--- config.mk ---
export PLATFORM = sky130hd
export DESIGN_NAME = lod_denorm_pipe_flat
export DESIGN_NICKNAME = d
export VERILOG_FILES = /design/src/rtl/lod_denorm_pipe_if.sv /design/src/rtl/lod_denorm_pipe.sv /design/src/flat_wrapper.sv
export SDC_FILE = /design/constraint.sdc
export NUM_CORES = 1
export LEC_CHECK = 0
export BUFFER_PORTS_ARGS = -buffer_cell sky130_fd_sc_hd__buf_2
export CAP_MARGIN = 5
export CELL_PAD_IN_SITES_DETAIL_PLACEMENT = 0
export CELL_PAD_IN_SITES_GLOBAL_PLACEMENT = 2
export CORE_ASPECT_RATIO = 1.5
export CORE_MARGIN = 2
export CORE_UTILIZATION = 37
export DETAILED_ROUTE_END_ITERATION = 8
export PLACE_DENSITY_LB_ADDON = 0.1
export SYNTH_ARGS = -nofsm -noshare
export SYNTH_HDL_FRONTEND = slang
export SYNTH_SLANG_ARGS = --single-unit
--- constraint.sdc ---
create_clock -name clk -period 1.4 [get_ports clk]
set_input_delay 0.14 -clock clk [delete_from_list [all_inputs] [get_ports clk]]
set_output_delay 0.14 -clock clk [all_outputs]
set_load 0.01 [all_outputs]
--- src/rtl/lod_denorm_pipe_if.sv ---
// Handshake and data bundle for the denormalising shifter.
// The slave side is the shifter itself; the master side is whoever feeds
// it counts and fractions and consumes the rebuilt words.
interface lod_denorm_pipe_if #(
   parameter int N = 16
) ();
   localparam int S = $clog2(N);

   logic         in_valid;
   logic         in_ready;
   logic [S-1:0] in_lzc;
   logic [N-2:0] in_frac;
   logic         in_zero;
   logic         out_valid;
   logic         out_ready;
   logic [N-1:0] out_data;
   logic         out_sticky;
   logic         out_vld;

   modport master (
      output in_valid,
      output in_lzc,
      output in_frac,
      output in_zero,
      output out_ready,
      input  in_ready,
      input  out_valid,
      input  out_data,
      input  out_sticky,
      input  out_vld
   );

   modport slave (
      input  in_valid,
      input  in_lzc,
      input  in_frac,
      input  in_zero,
      input  out_ready,
      output in_ready,
      output out_valid,
      output out_data,
      output out_sticky,
      output out_vld
   );
endinterface

--- src/rtl/lod_denorm_pipe.sv ---
// Inverse leading-one detector: rebuilds an N-bit word from a leading-zero
// count and the fraction bits under the hidden one, as {1, frac} >> lzc.
// Implemented as an S-stage logarithmic right shifter; stage k consumes the
// count bit worth 2^(S-1-k). Bits falling off the bottom fold into sticky.
// All stages share one enable, so a stall freezes the whole pipe.
module lod_denorm_pipe #(
   parameter int N = 16
) (
   input  logic              clk,
   input  logic              rst_n,
   lod_denorm_pipe_if.slave  bus
);
   localparam int S = $clog2(N);

   logic w_en;

   assign w_en        = ~bus.out_valid | bus.out_ready;
   assign bus.in_ready = rst_n & w_en;

   for (genvar k = 0; k < S; k++) begin : g_stage
      // Shift distance handled here and width of the count still to consume.
      localparam int SH = 2 ** (S - 1 - k);
      localparam int CW = S - k;

      logic          w_inValid;
      logic          w_inSticky;
      logic          w_inZero;
      logic [N-1:0]  w_inData;
      logic [CW-1:0] w_inCnt;
      logic [N-1:0]  w_shData;
      logic          w_lost;

      logic          r_valid;
      logic          r_sticky;
      logic          r_zero;
      logic [N-1:0]  r_data;

      if (k == 0) begin : g_src
         // A zero value enters as an all-zero word so that it leaves as zero
         // with no sticky, whatever count and fraction came along with it.
         assign w_inValid  = bus.in_valid;
         assign w_inData   = bus.in_zero ? '0 : {1'b1, bus.in_frac};
         assign w_inCnt    = bus.in_lzc;
         assign w_inSticky = 1'b0;
         assign w_inZero   = bus.in_zero;
      end else begin : g_src
         assign w_inValid  = g_stage[k-1].r_valid;
         assign w_inData   = g_stage[k-1].r_data;
         assign w_inCnt    = g_stage[k-1].g_rem.r_rem;
         assign w_inSticky = g_stage[k-1].r_sticky;
         assign w_inZero   = g_stage[k-1].r_zero;
      end

      assign w_shData = w_inCnt[CW-1] ? (w_inData >> SH) : w_inData;
      assign w_lost   = w_inCnt[CW-1] & (|w_inData[SH-1:0]);

      // Stage register: advances with the global enable, bubbles ride along.
      always_ff @(posedge clk) begin
         if (!rst_n) begin
            r_valid  <= 1'b0;
            r_data   <= '0;
            r_sticky <= 1'b0;
            r_zero   <= 1'b0;
         end else if (w_en) begin
            r_valid  <= w_inValid;
            r_data   <= w_shData;
            r_sticky <= w_inSticky | w_lost;
            r_zero   <= w_inZero;
         end
      end

      if (k < S - 1) begin : g_rem
         logic [CW-2:0] r_rem;

         // Carry only the count bits that later stages still need.
         always_ff @(posedge clk) begin
            if (!rst_n) begin
               r_rem <= '0;
            end else if (w_en) begin
               r_rem <= w_inCnt[CW-2:0];
            end
         end
      end
   end

   assign bus.out_valid  = g_stage[S-1].r_valid;
   assign bus.out_data   = g_stage[S-1].r_data;
   assign bus.out_sticky = g_stage[S-1].r_sticky;
   assign bus.out_vld    = g_stage[S-1].r_valid & ~g_stage[S-1].r_zero;

endmodule

--- src/flat_wrapper.sv ---
// flat-port wrapper written by rule: the top's interface ports become plain ports
module lod_denorm_pipe_flat 
#(
   parameter int N = 16
)
  (clk, rst_n, bus_in_valid, bus_in_lzc, bus_in_frac, bus_in_zero, bus_out_ready, bus_in_ready, bus_out_valid, bus_out_data, bus_out_sticky, bus_out_vld);
  lod_denorm_pipe_if #(.N(N)) bus_i ();
  input  logic clk;
  input  logic rst_n;
  input wire logic [$bits(bus_i.in_valid)-1:0] bus_in_valid;
  input wire logic [$bits(bus_i.in_lzc)-1:0] bus_in_lzc;
  input wire logic [$bits(bus_i.in_frac)-1:0] bus_in_frac;
  input wire logic [$bits(bus_i.in_zero)-1:0] bus_in_zero;
  input wire logic [$bits(bus_i.out_ready)-1:0] bus_out_ready;
  output wire logic [$bits(bus_i.in_ready)-1:0] bus_in_ready;
  output wire logic [$bits(bus_i.out_valid)-1:0] bus_out_valid;
  output wire logic [$bits(bus_i.out_data)-1:0] bus_out_data;
  output wire logic [$bits(bus_i.out_sticky)-1:0] bus_out_sticky;
  output wire logic [$bits(bus_i.out_vld)-1:0] bus_out_vld;
  assign bus_i.in_valid = bus_in_valid;
  assign bus_i.in_lzc = bus_in_lzc;
  assign bus_i.in_frac = bus_in_frac;
  assign bus_i.in_zero = bus_in_zero;
  assign bus_i.out_ready = bus_out_ready;
  assign bus_in_ready = bus_i.in_ready;
  assign bus_out_valid = bus_i.out_valid;
  assign bus_out_data = bus_i.out_data;
  assign bus_out_sticky = bus_i.out_sticky;
  assign bus_out_vld = bus_i.out_vld;
  lod_denorm_pipe #(.N(N)) u_core (.clk(clk), .rst_n(rst_n), .bus(bus_i));
endmodule
==> reports/results.ini, run 1 <==
[floorplanning]
die-area_um2=10400
die_width_um=84.1
die_y_um=124
ios=44
start_util_pct=38.2
core_area_um2=9310
placementRows=43

[layout]
area_growth_syn_to_layout_pct=19.4
fin_nets=417
finalCoreUtilization_pct=45.7
drive_above_1_share_pct=20.1
multi_input_area_um2=1730
fill_cells=944
regArea_um2=1640
diodes=0

[worst_setup_path]
path_cells=nor2b_4 > buf_12 > nor4b_4 > a22o_1
critPathTopFamily=simple AND/OR/NAND/NOR gates
slowest_delay_ps=440
rrSetupSlack_ps=60
crit_buf_inv=1
critical_path_class=register to register
cp-end-kind=register
arrival_ps=1610
cpMaxStageDelayCell=nor4b_4
startpoint_type=register
crit_path_max_fanout=8
crit_required_ps=1670

[routing]
vias_per_cell=5.06
drc_errors=0
drt-total-wl_mm=7.33
wl_per_cell_um=14.4
ant_nets=0
firstDrtPassIters=4
dr.first_iter.drc_count=103
vias=2583

[clock_tree]
clk_latency_ps=330
cts_made_buffers=9
cts_tree=done
hold_buffers=0
cts-root-buf=clkbuf_16
cts.path.max_buffers=2
cts_max_level=3
cts.sinks=82
clkSlewWorstSetupHoldPaths_ps=60

[yosys]
yosysTopAreaCellShare_pct=46.1
postSynthCellCount=351
syn_nets=375
synthTopCellsByArea=dfxtp_1 46%, mux2i_1 13%, o211a_1 12%
synth_area_leader_cell=dfxtp_1
synth_edf_count=0
synthFlopType=dfxtp_1
synth_common_cells=82 x dfxtp_1, 78 x nand2_1, 48 x mux2i_1, 41 x o211a_1, 22 x a21boi_1
yosysUniqueCellTypes=27
synth_warnings=0
ys_async_sr_fraction_pct=0
synth_area_um2=3560
yosysSeqAreaShare_pct=46.1
synth_area_per_cell_um2=10.1
yosysMostFrequentCell=dfxtp_1
ys_ff_latch=82

[global_route]
grt_pass1_vias=2558
gr-usage-all-layers_pct=15.2
grt_first_pass_wirelength_mm=12.6
antenna_found_initial=0
grt_start_max_net_pins=50
grt-ovfl-total=0

[placed_design]
place_ws_ps=136
io_buffers=43
dpl.hpwl_mm=4.97
routabilityCongestion=0.707

[power_and_ir_drop]
powerDensity_nw_per_um2=1220
total_leakage_power_nw=2.20
ir_worst_vdd_mv=0.637

[timing]
rsz0062_at_grt=false
finalSetupViolCount=0
relSlewSlack_pct=67.7
fin_skew_ps=4.06
layout_setup_ws_ps=59.7
fin_crit_ps=1340
setup_tns_ps=0
fin_crit_sh_pct=95.7
hold_viol=0
fmax_ghz=0.746
drv_slew=0
worstMarginPinSlew_ps=482

[min_path]
hold_class=primary input to register

[run]
cap_violations=0

[outcome]
status=completed

-- cells by family after synthesis --
kind of cell           count (synthesis)  synth area share [%]
AND/OR/NAND/NOR                      101                  13.3
AO/OA/AOI/OAI                         89                  21.4
flip-flops                            82                  46.1
multiplexers                          48                  13.5
buffers and inverters                 31                  5.69
-- where the power goes --
part	internal [mW]	total, mW	switching [mW]
Clock	1.48	2.35	0.870
Combinational	0.190	0.373	0.182
Sequential	2.41	2.47	0.0530
Total	4.08	5.19	1.11
-- cell type report --
cell class / count / area share, %
multi-input combinational: 239 / 40.7
clock inverter: 2 / 0.824
tap: 112 / 3.30
sequential: 82 / 38.6
clock buffer: 14 / 6.21
timing repair buffer: 61 / 10.3
-- per-layer routing --
layer  wire length, um  track usage [%]  vias up
met5                 0                0        -
li1                  -                -     1340
met1              3530             19.3     1203
met2              3480             25.2       32
met4               116             6.65        0
met3               204             3.11        8
-- repair_timing --
item | CTS | global route
endpoints found under the hold margin | 0 | 0
pin swaps | 0 | 0
gates cloned | 1 | 0
setup endpoints to repair | 1 | 25
setup buffers | 1 | 1
resized for setup | 0 | 1
-- state kept, by name, indices dropped and copies added, names as in the netlist --
signal and count:
u_core.g_stage.r_sticky 3, u_core.bus.out_data 16, u_core.bus.out_sticky 1, u_core.g_stage.g_rem.r_rem 6, u_core.g_stage.r_valid 3, u_core.g_stage.r_zero 4, u_core.bus.out_valid 1, u_core.g_stage.r_data 48
-- worst paths after layout --
kind / start / endpoint / depth (start not counted)
min: bus_in_frac[11] / u_core.g_stage[0].r_data[11]$_SDFFE_PN0P_ / 2
max reg2reg: u_core.bus.out_valid$_SDFFE_PN0P_ / u_core.g_stage[0].r_data[8]$_SDFFE_PN0P_ / 4
max: u_core.bus.out_valid$_SDFFE_PN0P_ / u_core.g_stage[0].r_data[8]$_SDFFE_PN0P_ / 4
min reg2reg: u_core.bus.out_data[15]$_SDFFE_PN0P_ / u_core.bus.out_data[15]$_SDFFE_PN0P_ / 2
-- placed cells by master (no fill, tap or decap), types with 2 or more instances in the layout --
| cell | Yosys | routed |
|---|---|---|
| a21boi_0 | 2 | 2 |
| a21boi_1 | 22 | 22 |
| a21oi_1 | 5 | 5 |
| a22o_1 | 7 | 7 |
| and2_1 | 2 | 2 |
| buf_12 | 0 | 7 |
| buf_2 | 9 | 43 |
| buf_4 | 10 | 11 |
| clkbuf_1 | 7 | 3 |
| clkbuf_16 | 0 | 9 |
| clkbuf_8 | 0 | 2 |
| dfxtp_1 | 82 | 81 |
| mux2i_1 | 48 | 48 |
| nand2_1 | 78 | 78 |
| nand3b_1 | 7 | 7 |
| nor2_1 | 2 | 2 |
| o211a_1 | 41 | 41 |
| o21ai_0 | 4 | 4 |
| o2bb2ai_1 | 5 | 5 |
| or3_1 | 4 | 4 |
| or4_1 | 3 | 3 |
-- worst reg2reg max path: stages, from the launching register on --
cell and delay [ps]:
dfxtp_2 350, nor2b_4 150, buf_12 130, nor4b_4 440, a22o_1 220
-- metrics by stage --
| step | total power, mW | instances | hold WS [ps] | cell area (um2) |
|---|---|---|---|---|
| finish | 5.19 | 510 | 52.8 | 4250 |
| global route | 5.41 | 510 | 57.3 | 4250 |
| CTS | 5.28 | 509 | 39.8 | 4230 |
| detailed placement | 2.89 | 491 | 387 | 3920 |
| global placement | 2.89 | 491 | 377 | 3920 |
| floorplan | 2.77 | 351 | 273 | 3560 |
(Power assumes the default switching activity.)
==> run 2, diff against run 1 <==
--- a/config.mk
+++ b/config.mk
@@ -10,7 +10,6 @@
 export CELL_PAD_IN_SITES_DETAIL_PLACEMENT = 0
 export CELL_PAD_IN_SITES_GLOBAL_PLACEMENT = 2
 export CORE_ASPECT_RATIO = 1.5
-export CORE_MARGIN = 2
 export CORE_UTILIZATION = 37
 export DETAILED_ROUTE_END_ITERATION = 8
 export PLACE_DENSITY_LB_ADDON = 0.1
==> run 2 against run 1 <==
Against the previous run:
- global-route usage up 1.1 points
- clock power rose by 17%
- register-to-register slack better by 120 ps
- hold slack got worse by 12 ps
- final area is essentially flat
- critical path depth shrank 1
- worst setup slack improved by 88 ps
- non-clock buffer count is 4 lower
- first-iteration DRC count shrank 26%
- critical endpoint is now bus_in_ready
- die area down 4.0%
==> reports/results.ini, run 2 (synthesis results as in run 1) <==
[outcome]
status=completed  ; unchanged

[worst_setup_path]
arrival_ps=1110  ; was 1610 ps
crit_path_max_fanout=4  ; was 8
cp-end-kind=output pin  ; was register
slowest_delay_ps=400  ; was 440 ps
critical_path_class=register to output pin  ; was register to register
startpoint_type=register  ; unchanged
path_cells=nand2b_4 > and2_1 > buf_2  ; was nor2b_4 > buf_12 > nor4b_4 > a22o_1
cpMaxStageDelayCell=dfxtp_1  ; was nor4b_4
crit_required_ps=1260  ; was 1670 ps
r2r_cells=5  ; was 4

[clock_tree]
hold_buffers=0  ; unchanged
cts_tree=done  ; unchanged
clk_latency_ps=340  ; was 330 ps
cts_made_buffers=9  ; unchanged
cts-root-buf=clkbuf_16  ; unchanged
clkSlewWorstSetupHoldPaths_ps=60  ; about the same
cts_max_level=3  ; unchanged
cts.path.max_buffers=2  ; unchanged
cts.sinks=82  ; unchanged

[layout]
diodes=0  ; unchanged
fin_nets=412  ; was 417
largest_reg_flops=48  ; unchanged
final_cell_mix=82 x dfxtp_1, 78 x nand2_1, 48 x mux2i_1  ; was 81 x dfxtp_1, 78 x nand2_1, 48 x mux2i_1
fill_cells=941  ; was 944
layout_commonest_cell=dfxtp_1  ; unchanged
fin_area_um2=4250  ; about the same
regMostFlops=u_core.g_stage.r_data  ; unchanged
area_growth_syn_to_layout_pct=19.5  ; was 19.4%
drive_above_1_share_pct=19.8  ; was 20.1%
finalCoreUtilization_pct=45.7  ; about the same

[routing]
vias=2572  ; was 2583
drc_errors=0  ; unchanged
ant_nets=0  ; unchanged
vias_per_cell=5.09  ; was 5.06
firstDrtPassIters=4  ; unchanged
dr.first_iter.drc_count=76  ; was 103
wl_per_cell_um=14.2  ; was 14.4 um
drt-total-wl_mm=7.15  ; was 7.33 mm

[timing]
hold_viol=0  ; unchanged
rsz0062_at_grt=false  ; unchanged
relSlewSlack_pct=69.4  ; was 67.7%
fin_crit_sh_pct=89.4  ; was 95.7%
drv_slew=0  ; unchanged
finalSetupViolCount=0  ; unchanged
fin_crit_ps=1250  ; was 1340 ps
fin_skew_ps=6.54  ; was 4.06 ps
hold_slack_ps=41.0  ; was 52.8 ps
fmax_ghz=0.799  ; was 0.746 GHz
worstMarginPinSlew_ps=457  ; was 482 ps
setup_tns_ps=0  ; unchanged

[floorplanning]
core_area_um2=9310  ; unchanged
die_y_um=122  ; was 124 um
ios=44  ; unchanged
start_util_pct=38.2  ; unchanged
die-area_um2=10000  ; was 10400 um2
placementRows=43  ; unchanged
die_width_um=82.1  ; was 84.1 um

[power_and_ir_drop]
swShare_pct=20.6  ; was 21.3%
p_clk_share_pct=49.2  ; was 45.3%
ir_worst_vdd_mv=0.648  ; was 0.637 mV
p_switching_mw=1.15  ; was 1.11 mW
powerDensity_nw_per_um2=1310  ; was 1220 nW/um2
design_power_total_mw=5.59  ; was 5.19 mW
total_leakage_power_nw=2.20  ; about the same
p_int_mw=4.44  ; was 4.08 mW
p_comb_share_pct=6.6  ; was 7.2%
seqPwrFrac_pct=44.2  ; was 47.6%

[global_route]
antenna_found_initial=0  ; unchanged
grt_pass1_vias=2501  ; was 2558
gr-usage-all-layers_pct=16.4  ; was 15.2%
grt_first_pass_wirelength_mm=12.2  ; was 12.6 mm
grt_start_max_net_pins=50  ; unchanged
grt-ovfl-total=0  ; unchanged

[min_path]
hold_class=primary input to register  ; unchanged
whs_path_depth=2  ; unchanged

[placed_design]
io_buffers=43  ; unchanged
dpl.hpwl_mm=4.95  ; was 4.97 mm
routabilityCongestion=0.757  ; was 0.707
dpl-instance-area_um2=3880  ; was 3920 um2

[run]
cap_violations=0  ; unchanged

-- run 2: repair_timing --
| item | CTS | global route |
|---|---|---|
| endpoints found under the setup margin | 1 | 8 |
| setup buffers | 2 | 0 |
| gates resized for setup | 0 | 1 |
-- run 2: area by class of cell --
class | count | area (um2) | share of cell area (%)
Tap cell | 112 | 140 | 3.29
Timing Repair Buffer | 57 | 395 | 9.29
Multi-Input combinational cell | 238 | 1720 | 40.5
Clock buffer | 11 | 253 | 5.94
Clock inverter | 5 | 100 | 2.35
Sequential cell | 82 | 1640 | 38.6
-- run 2: stage by stage --
step,setup WS (ps),std cells
after floorplan,240,351
after global placement,122,487
after detailed placement,70.7,487
after CTS,48.4,505
after global routing,44.5,505
final,148,505
-- run 2: power groups by stage --
stage	clock [mW]	combinational (mW)	sequential [mW]
CTS	2.83	0.379	2.47
global placement	0	0.372	2.52
detailed placement	0	0.375	2.52
global route	2.93	0.417	2.48
floorplan	0	0.257	2.51
finish	2.75	0.369	2.47
-- run 2: path summary, 6_finish.rpt --
kind | from | to | slack [ps]
hold / removal | bus_in_frac[9] | u_core.g_stage[0].r_data[9]$_SDFFE_PN0P_ | 40
hold reg to reg | u_core.bus.out_data[15]$_SDFFE_PN0P_ | u_core.bus.out_data[15]$_SDFFE_PN0P_ | 450
setup reg to reg | u_core.bus.out_valid$_SDFFE_PN0P_ | u_core.g_stage[2].r_sticky$_SDFFE_PN0P_ | 180
setup / recovery | u_core.bus.out_valid$_SDFFE_PN0P_ | bus_in_ready | 150
-- run 2: metal layers --
metal  up-vias  global-route usage [%]  wire (um)
met4         0                    7.24        141
met2        44                    27.1       3580
met3         8                    4.72        195
met1      1189                    19.1       3230
li1       1331                       -          -
met5         -                       0          0
-- run 2: critical path: cells and delay by family (launching register included) --
kind          cells  cell delay (ps)
buf+inv           1              130
simple gates      2              240
flops             1              400
==> run 3, diff against run 2 <==
--- a/config.mk
+++ b/config.mk
@@ -5,12 +5,13 @@
 export SDC_FILE = /design/constraint.sdc
 export NUM_CORES = 1
 export LEC_CHECK = 0
+export ABC_AREA = 1
 export BUFFER_PORTS_ARGS = -buffer_cell sky130_fd_sc_hd__buf_2
 export CAP_MARGIN = 5
 export CELL_PAD_IN_SITES_DETAIL_PLACEMENT = 0
 export CELL_PAD_IN_SITES_GLOBAL_PLACEMENT = 2
 export CORE_ASPECT_RATIO = 1.5
-export CORE_UTILIZATION = 37
+export CORE_UTILIZATION = 31
 export DETAILED_ROUTE_END_ITERATION = 8
 export PLACE_DENSITY_LB_ADDON = 0.1
 export SYNTH_ARGS = -nofsm -noshare
==> run 3 against run 2 <==
Against the previous run:
- core utilization shrank 7.4 points
- die area is 14% higher
- flip-flop and latch count stayed put
- hold slack lost 35 ps
- largest cell class is now sequential cells
- cell count up 37%
==> reports/results.ini, run 3 <==
[outcome]
status=completed  ; unchanged

[yosys]
yosysMostFrequentCell=nand2_1  ; was dfxtp_1
synthFlopType=dfxtp_1  ; unchanged
synthTopCellsByArea=dfxtp_1 48%, nand2_1 23%, inv_1 6.5%  ; was dfxtp_1 46%, mux2i_1 13%, o211a_1 12%
yosysUniqueCellTypes=18  ; was 27
synth_area_um2=3400  ; was 3560 um2
yosysSeqAreaShare_pct=48.3  ; was 46.1%
synth_edf_count=0  ; unchanged
synth_common_cells=205 x nand2_1, 82 x dfxtp_1, 59 x inv_1, 43 x o21ai_0, 35 x o21ai_1  ; was 82 x dfxtp_1, 78 x nand2_1, 48 x mux2i_1, 41 x o211a_1, 22 x a21boi_1
postSynthCellCount=495  ; was 351
yosysTopAreaCellShare_pct=48.3  ; was 46.1%
ys_async_sr_fraction_pct=0  ; unchanged
ys_ff_latch=82  ; unchanged
syn_nets=519  ; was 375
synth_area_per_cell_um2=6.87  ; was 10.1 um2
synth_warnings=0  ; unchanged
synth_area_leader_cell=dfxtp_1  ; unchanged

[routing]
drt-total-wl_mm=7.75  ; was 7.15 mm
ant_nets=0  ; unchanged
wl_per_cell_um=11.2  ; was 14.2 um
firstDrtPassIters=4  ; unchanged
vias=2940  ; was 2572
dr.first_iter.drc_count=117  ; was 76
vias_per_cell=4.26  ; was 5.09
drc_errors=0  ; unchanged

[layout]
area_growth_syn_to_layout_pct=20.1  ; was 19.5%
finalCoreUtilization_pct=38.4  ; was 45.7%
regArea_um2=1640  ; about the same
diodes=0  ; unchanged
fin_nets=565  ; was 412
layout_commonest_cell=nand2_1  ; was dfxtp_1
fill_cells=1164  ; was 941
final_cell_mix=204 x nand2_1, 81 x dfxtp_1, 59 x inv_1  ; was 82 x dfxtp_1, 78 x nand2_1, 48 x mux2i_1
regMostFlops=u_core.g_stage.r_data  ; unchanged
multi_input_area_um2=1380  ; was 1720 um2
largest_reg_flops=48  ; unchanged
drive_above_1_share_pct=15.2  ; was 19.8%
layoutNonFillerInstCount=690  ; was 505

[timing]
fin_crit_sh_pct=91.7  ; was 89.4%
fin_skew_ps=7.18  ; was 6.54 ps
fin_crit_ps=1280  ; was 1250 ps
worstMarginPinSlew_ps=277  ; was 457 ps
fmax_ghz=0.779  ; was 0.799 GHz
rsz0062_at_grt=false  ; unchanged
drv_slew=0  ; unchanged
hold_viol=0  ; unchanged
setup_tns_ps=0  ; unchanged
finalSetupViolCount=0  ; unchanged
hold_slack_ps=6.23  ; was 41.0 ps
relSlewSlack_pct=81.4  ; was 69.4%

[worst_setup_path]
crit_required_ps=1260  ; about the same
r2r_cells=7  ; was 5
startpoint_type=register  ; unchanged
cp-end-kind=output pin  ; unchanged
arrival_ps=1140  ; was 1110 ps
cp-startpoint=u_core.bus.out_valid$_SDFFE_PN0P_  ; unchanged
critical_path_class=register to output pin  ; unchanged
r2r_start=u_core.bus.out_valid$_SDFFE_PN0P_  ; unchanged
crit_path_max_fanout=14  ; was 4

[global_route]
grt.busiest_layer=met2  ; unchanged
grtUsageMet1_pct=16.9  ; was 19.1%
use_met2_pct=26.9  ; was 27.1%
gr-usage-all-layers_pct=15.1  ; was 16.4%
antenna_found_initial=0  ; unchanged
grt_start_max_net_pins=33  ; was 50
grt_pass1_vias=2704  ; was 2501
grt_first_pass_wirelength_mm=12.9  ; was 12.2 mm
grt-ovfl-total=0  ; unchanged
grtUsageMet3_pct=1.90  ; was 4.72%

[placed_design]
routabilityCongestion=0.748  ; was 0.757
dpl.hpwl_mm=5.69  ; was 4.95 mm
place_inst=672  ; was 487
io_buffers=43  ; unchanged

[floorplanning]
die_y_um=130  ; was 122 um
placementRows=46  ; was 43
core_area_um2=10600  ; was 9310 um2
die-area_um2=11400  ; was 10000 um2
die_width_um=87.5  ; was 82.1 um
start_util_pct=31.9  ; was 38.2%
ios=44  ; unchanged

[clock_tree]
clk_latency_ps=340  ; about the same
cts.sinks=82  ; unchanged
clkSlewWorstSetupHoldPaths_ps=60  ; about the same
cts_tree=done  ; unchanged
cts-root-buf=clkbuf_16  ; unchanged
cts_made_buffers=9  ; unchanged
cts_max_level=3  ; unchanged
cts.path.max_buffers=2  ; unchanged

[run]
cap_violations=0  ; unchanged

[power_and_ir_drop]
powerDensity_nw_per_um2=1200  ; was 1310 nW/um2
total_leakage_power_nw=1.82  ; was 2.20 nW
ir_worst_vdd_mv=0.467  ; was 0.648 mV

[min_path]
hold_class=primary input to register  ; unchanged
whs_path_depth=3  ; was 2
hold_start=bus_in_valid  ; was bus_in_frac[9]

run 3: timing repair:
action | in CTS | in global routing
endpoints found under the hold margin | 2 | 0
hold buffers | 2 | 0
gates resized for setup | 3 | 1
setup buffers | 1 | 0
setup endpoints to repair | 1 | 1
run 3: cell type report:
type | instances | area share (%)
Multi-Input combinational cell | 324 | 33.8
Clock inverter | 3 | 0.368
Tap cell | 144 | 4.41
Clock buffer | 13 | 6.13
Inverter | 64 | 5.94
Sequential cell | 82 | 40.2
Timing Repair Buffer | 60 | 9.13
run 3: metrics by stage:
step / cell area (um2) / setup WS, ps / total power, mW
2_1_floorplan: 3400 / 264 / 2.70
3_3_place_gp: 3790 / 262 / 2.82
3_5_place_dp: 3790 / 228 / 2.82
4_1_cts: 4090 / 32.9 / 4.97
5_1_grt: 4080 / 43.5 / 5.12
6_report: 4080 / 116 / 4.88
run 3: report_power, final:
group | total, mW | internal [mW] | switching, mW
registers | 2.44 | 2.40 | 0.0363
logic | 0.330 | 0.126 | 0.204
clock network | 2.11 | 1.24 | 0.872
total | 4.88 | 3.77 | 1.11
run 3: worst paths after layout:
| kind | end | slack, ps |
|---|---|---|
| worst max register to register | u_core.g_stage[2].r_data[0]$_SDFFE_PN0P_ | 190 |
| worst min-delay path | u_core.g_stage[0].r_valid$_SDFFE_PN0P_ | 6 |
| worst max-delay path | bus_in_ready | 120 |
| worst min register to register | u_core.bus.out_data[1]$_SDFFE_PN0P_ | 440 |
run 3: per-layer routing:
layer  vias to the layer above  routed length, um
met5                         -                  0
met4                         0                211
met3                        11                160
met2                        48               3880
met1                      1257               3500
li1                       1624                  -
run 3: cells by family (layout without fill, tap and decap cells):
family | Yosys count | count (layout) | share of synthesized area, %
buffers and inverters | 89 | 140 | 11.3
AND/OR/NAND/NOR | 231 | 231 | 26.4
AO/OA/AOI/OAI | 93 | 93 | 14.1
flip-flops | 82 | 82 | 48.3
run 3: critical path: stages (launching register included):
cell and delay (ps):
dfxtp_2 330, nand2_2 100, nand2_2 80, inv_4 140, buf_2 160
